--- src/rtl/tone_oscillator.sv ---
// -----------------------------------------------------------------------------
// tone_oscillator
//
// Phase-accumulator voice generator. It produces one 11-bit unsigned sample
// (midscale 1024) per sample period, in square, saw, triangle or silence.
// Pitch and waveform arrive on a valid/ready config port that has a 1-entry
// holding register. A held config takes effect only on a sample tick, so no
// sample ever mixes old and new settings.
//
// Ports
//   clk          system clock, rising edge
//   rst          asynchronous active-low reset
//   ena          1 = run; 0 = freeze divider, phase and output
//   i_valid      config request
//   i_ready      holding register empty; a transfer happens on i_valid & i_ready
//   i_phase_inc  phase increment per sample (f = inc*SAMPLE_HZ/2^PHASE_W)
//   i_wave       00 square, 01 saw, 10 triangle, 11 silence
//   i_sync       zero the phase when this config is applied
//   o_strobe     one-cycle pulse: channel holds a new sample
//   channel      unsigned sample, midscale 1024
// -----------------------------------------------------------------------------
`timescale 1ns/1ps
module tone_oscillator #(
  parameter int CLK_HZ    = 400_000,
  parameter int SAMPLE_HZ = 8_000,
  parameter int PHASE_W   = 24
) (
  input  logic               clk,
  input  logic               rst,
  input  logic               ena,
  input  logic               i_valid,
  output logic               i_ready,
  input  logic [PHASE_W-1:0] i_phase_inc,
  input  logic [1:0]         i_wave,
  input  logic               i_sync,
  output logic               o_strobe,
  output logic [10:0]        channel
);

  localparam int DIV   = CLK_HZ / SAMPLE_HZ;
  localparam int CNT_W = (DIV > 2) ? $clog2(DIV) : 1;
  localparam logic [CNT_W-1:0] DIV_LAST = CNT_W'(DIV - 1);

  typedef enum logic [1:0] {
    WAVE_SQUARE  = 2'b00,
    WAVE_SAW     = 2'b01,
    WAVE_TRI     = 2'b10,
    WAVE_SILENCE = 2'b11
  } wave_e;

  logic [CNT_W-1:0]   div_cnt_q, div_cnt_d;
  logic [PHASE_W-1:0] phase_q, phase_d;
  logic [PHASE_W-1:0] inc_q, inc_d;
  wave_e              wave_q, wave_d;
  logic               pending_q, pending_d;
  logic [PHASE_W-1:0] hold_inc_q;
  wave_e              hold_wave_q;
  logic               hold_sync_q;
  logic               out_due_q, out_due_d;   // phase updated, sample not yet emitted
  logic               strobe_q, strobe_d;
  logic [10:0]        channel_q, channel_d;

  logic               tick, accept, apply;
  logic [PHASE_W-1:0] inc_new, phase_base;
  logic [11:0]        tri_t;
  logic [10:0]        sample;

  assign tick    = ena && (div_cnt_q == DIV_LAST);
  assign accept  = i_valid && !pending_q;
  // A config that was already held is applied on a tick. A config accepted on
  // that same edge (pending was 0) therefore waits for the following tick.
  assign apply   = tick && pending_q;
  assign inc_new = apply ? hold_inc_q : inc_q;
  assign phase_base = (apply && hold_sync_q) ? '0 : phase_q;

  // Sample shaping from the already-updated phase and the active wave.
  assign tri_t = phase_q[PHASE_W-1 -: 12];
  always_comb begin
    sample = 11'd1024;
    case (wave_q)
      WAVE_SQUARE:  sample = {11{phase_q[PHASE_W-1]}};
      WAVE_SAW:     sample = phase_q[PHASE_W-1 -: 11];
      WAVE_TRI:     sample = tri_t[11] ? ~tri_t[10:0] : tri_t[10:0];
      WAVE_SILENCE: sample = 11'd1024;
      default:      sample = 11'd1024;
    endcase
  end

  // NOTE: every signal gets a default at the top of the process, so a path
  // that does not assign it cannot infer a latch.
  always_comb begin
    div_cnt_d = div_cnt_q;
    phase_d   = phase_q;
    inc_d     = inc_q;
    wave_d    = wave_q;
    pending_d = pending_q;
    out_due_d = out_due_q;
    strobe_d  = 1'b0;
    channel_d = channel_q;

    if (ena) begin
      div_cnt_d = tick ? '0 : div_cnt_q + CNT_W'(1);
      // The output stage waits while frozen, so a sample whose phase was
      // computed just before ena fell is emitted after resume, not dropped.
      if (out_due_q) begin
        strobe_d  = 1'b1;
        channel_d = sample;
        out_due_d = 1'b0;
      end
    end

    if (tick) begin
      phase_d   = phase_base + inc_new;   // wraps modulo 2^PHASE_W
      out_due_d = 1'b1;
      if (apply) begin
        inc_d     = hold_inc_q;
        wave_d    = hold_wave_q;
        pending_d = 1'b0;
      end
    end

    if (accept) pending_d = 1'b1;
  end

  // NOTE: sequential state is written with non-blocking assignments only, so
  // every register samples the pre-edge value of every other register.
  always_ff @(posedge clk or negedge rst) begin
    if (!rst) begin
      div_cnt_q   <= '0;
      phase_q     <= '0;
      inc_q       <= '0;
      wave_q      <= WAVE_SILENCE;
      pending_q   <= 1'b0;
      hold_inc_q  <= '0;
      hold_wave_q <= WAVE_SILENCE;
      hold_sync_q <= 1'b0;
      out_due_q   <= 1'b0;
      strobe_q    <= 1'b0;
      channel_q   <= 11'd1024;
    end else begin
      div_cnt_q <= div_cnt_d;
      phase_q   <= phase_d;
      inc_q     <= inc_d;
      wave_q    <= wave_d;
      pending_q <= pending_d;
      out_due_q <= out_due_d;
      strobe_q  <= strobe_d;
      channel_q <= channel_d;
      if (accept) begin
        hold_inc_q  <= i_phase_inc;
        hold_wave_q <= wave_e'(i_wave);
        hold_sync_q <= i_sync;
      end
    end
  end

  assign i_ready  = !pending_q;
  assign o_strobe = strobe_q;
  assign channel  = channel_q;

endmodule

--- config.mk ---
export PLATFORM = sky130hd
export DESIGN_NAME = tone_oscillator
export DESIGN_NICKNAME = d
export VERILOG_FILES = /design/src/rtl/tone_oscillator.sv
export SDC_FILE = /design/constraint.sdc
export NUM_CORES = 1
export LEC_CHECK = 0
export ABC_AREA = 1
export CAP_MARGIN = 20
export CORE_ASPECT_RATIO = 0.75
export CORE_MARGIN = 2
export CORE_UTILIZATION = 60
export CTS_CLUSTER_SIZE = 14
export DETAILED_ROUTE_END_ITERATION = 7
export GPL_TIMING_DRIVEN = 0
export PLACE_DENSITY = 0.81
export SYNTH_ARGS = -nofsm -noshare
export SYNTH_HDL_FRONTEND = slang
export SYNTH_SLANG_ARGS = --single-unit
--- constraint.sdc ---
create_clock -name clk -period 4.4 [get_ports clk]
set_input_delay 0.44 -clock clk [delete_from_list [all_inputs] [get_ports clk]]
set_output_delay 0.44 -clock clk [all_outputs]
set_load 0.01 [all_outputs]
==> flow_summary.json <==
{
  "ys_seq_elements": 97,
  "drv_slew": 0,
  "grt_pass1_vias": 4835,
  "via_per_inst": 5.42,
  "synth_top_cell_by_area": "dfrtp_1",
  "clockBufferDepth": 2,
  "dp_slack_ns": 1.02,
  "status": "finished with violations",
  "synth-xor-area-share_pct": 0.597,
  "synth.most_common_cell": "nand2_1",
  "relSlewSlack_pct": 54.8,
  "wl_per_cell_um": 15.1,
  "setup_viol": 0,
  "p_leak_nw": 3.93,
  "hold_path.class": "in -> async",
  "clockRootBuffer": "clkbuf_16",
  "drtIter0Drc": 489,
  "grt_pass1_wl_mm": 24.4,
  "drive_gt1_share_pct": 9.15,
  "drv_cap": 0,
  "crit_fanout": 10,
  "cts_resized": 0,
  "drtPass1Iterations": 8,
  "muxShareOfSynthArea_pct": 4.99,
  "finalWirelength_mm": 15.0,
  "dpl-instance-area_um2": 6480,
  "rows": 31,
  "postCtsHoldBufs": 0,
  "critPathLaunchType": "register",
  "async_flop_share_pct": 100,
  "cts_tree": "done",
  "synth_top_family_by_area": "simple AND/OR/NAND/NOR gates",
  "start_util_pct": 61.3,
  "grt_antenna_before_repair": 0,
  "routabilityCongestion": 0.939,
  "antenna_left": 0,
  "setup_ws_ns": 0.928,
  "rrSetupSlack_ns": 0.93,
  "grt_max_degree": 57,
  "yosys-top-cells-count": "342 x nand2_1, 105 x inv_1, 92 x dfrtp_1, 47 x nor2_1, 46 x nand3_1",
  "nets": 915,
  "power.density_nw_per_um2": 492,
  "clock_skew_ns": 0.00504,
  "tightestPinTransition_ns": 0.675,
  "synthDistinctLibCells": 38,
  "synth_fa_ha_area_share_pct": 5.67,
  "ys_seq_area_share_pct": 41.4,
  "die_w_um": 118,
  "fp.dieH_um": 89.7,
  "track_usage_pct": 29.8,
  "critPathLaunch": "div_cnt_q[1]$_DFFE_PN0P_",
  "ir_drop_uv": 330,
  "pin_count": 44,
  "num_vias": 5393,
  "htree_num_levels": 3,
  "cts.reportedPaths.clkPinSlew_ns": 0.07,
  "final_hold_viol_count": 0,
  "post-cts-setup-buffers": 0,
  "diodes": 0,
  "power_w": 0.00334,
  "period_needed_ns": 3.47,
  "numCtsBuffers": 9,
  "synth_cells": 804,
  "final_cell_area_um2": 6780,
  "critPathCaptureType": "register",
  "timing.final.crit_share_pct": 78.9,
  "worstPathRequired_ns": 4.64,
  "synth_top_flop_cell": "dfrtp_1",
  "grt_overflow": 0,
  "reg2reg_from": "div_cnt_q[1]$_DFFE_PN0P_",
  "numPortBuffers": 42,
  "hpwl_mm": 11.7,
  "syn_area_per_cell_um2": 7.30,
  "grt_setup_unrepaired": "false",
  "critPathArrivalTime_ns": 3.71,
  "synth_area_leaders": "dfrtp_1 39%, nand2_1 22%, inv_1 6.7%, ha_1 5.3%, mux2_2 4.6%",
  "crit_type": "reg -> reg",
  "yosysTopAreaCellShare_pct": 39.2,
  "synth_edf_count": 0,
  "fmax_mhz": 288,
  "clk-insertion-delay-late_ns": 0.35,
  "design.core.area_um2": 9580,
  "tns_ns": 0,
  "cts.sinks": 97,
  "synth_area_um2": 5870,
  "synth_compound_area_share_pct": 5.05,
  "yosys_warnings": 0,
  "die-area_um2": 10600,
  "violations": "design-rule violations",
  "synth_fp_nets": 861,
  "syn_to_final_growth_pct": 15.4,
  "drc_errors": 4,
  "synth-simple-area-share_pct": 33.7
}
kinds of logic after synthesis:
logic type,count (synthesis)
AO/OA/AOI/OAI,53
XOR/XNOR,4
adder cells (fa/ha/maj),26
buffers and inverters,125
flip-flops,97
multiplexers,26
AND/OR/NAND/NOR,473
state kept, by name (all words and copies together), names as in the netlist, 2 cells and up:
signal       cells
channel         11
div_cnt_q        6
hold_inc_q      24
hold_wave_q      2
inc_q           24
phase_q         24
wave_q           2
metal layers:
metal / part of all wire [%] / GRT usage (%) / up-vias
met1: 47 / 41.8 / 2556
li1: - / - / 2620
met5: 0 / 0 / -
met2: 44 / 46.5 / 194
met4: 1.5 / 8.87 / 0
met3: 7.7 / 7.20 / 23
path summary, 6_finish.rpt:
path / to / depth (start not counted)
min: phase_q[1]$_DFFE_PN0N_ / 1
min in group clk: out_due_q$_DFFE_PN0P_ / 2
max reg2reg: phase_q[8]$_DFFE_PN0N_ / 17
max: phase_q[8]$_DFFE_PN0N_ / 17
min reg2reg: channel[10]$_DFFE_PN1P_ / 2
max in group asynchronous: channel[10]$_DFFE_PN1P_ / 2
final cells by class:
class | count | area, um^2
buffer | 18 | 100
clock buffer | 10 | 239
clock inverter | 6 | 55.1
fill | 790 | 2800
inverter | 107 | 402
multi-input combinational | 582 | 2940
sequential | 97 | 2430
tap | 132 | 165
timing repair buffer | 43 | 445
through the flow:
stage,hold slack [ns],util [%],instances
final,0.0803,70.7,995
after global routing,0.127,70.7,995
after CTS,0.0972,70.7,995
after detailed placement,0.461,67.7,979
after global placement,0.457,67.4,978
after floorplan,0.144,-,804
critical path: stages (launching register included):
cell and delay, ns:
dfrtp_1 0.42, inv_1 0.10, ha_1 0.17, nand2_2 0.09, nor2_8 0.15, nand4_4 0.14, clkbuf_1 0.32, nand2_1 0.14
inv_1 0.05, ha_1 0.24, fa_1 0.48, nand3_1 0.12, nand3_1 0.23, nand2_1 0.14, nand3_1 0.14, or2_2 0.31
nand3_1 0.07, nand2_1 0.06
cells in the final DEF, fill, tap and decap left out, drive strengths merged, types with 2 or more instances in the layout:
cell type / count
nand3: 47
o21ai: 17
a31oi: 10
a21oi: 21
clkbuf: 18
ha: 25
mux2: 26
or2: 11
o21bai: 2
nand4: 10
buf: 12
nand3b: 4
xnor2: 3
clkdlybuf4s50: 41
dfrtp: 92
dfstp: 5
nand2: 346
inv: 112
nor2: 49
nor3: 4
where the power goes:
group | total [W] | switching, W | internal, W
registers | 0.00138 | 0.000199 | 0.00118
clock network | 0.000785 | 0.000373 | 0.000412
logic | 0.00117 | 0.000661 | 0.000507
total | 0.00334 | 0.00123 | 0.00210
(Power assumes the default switching activity.)
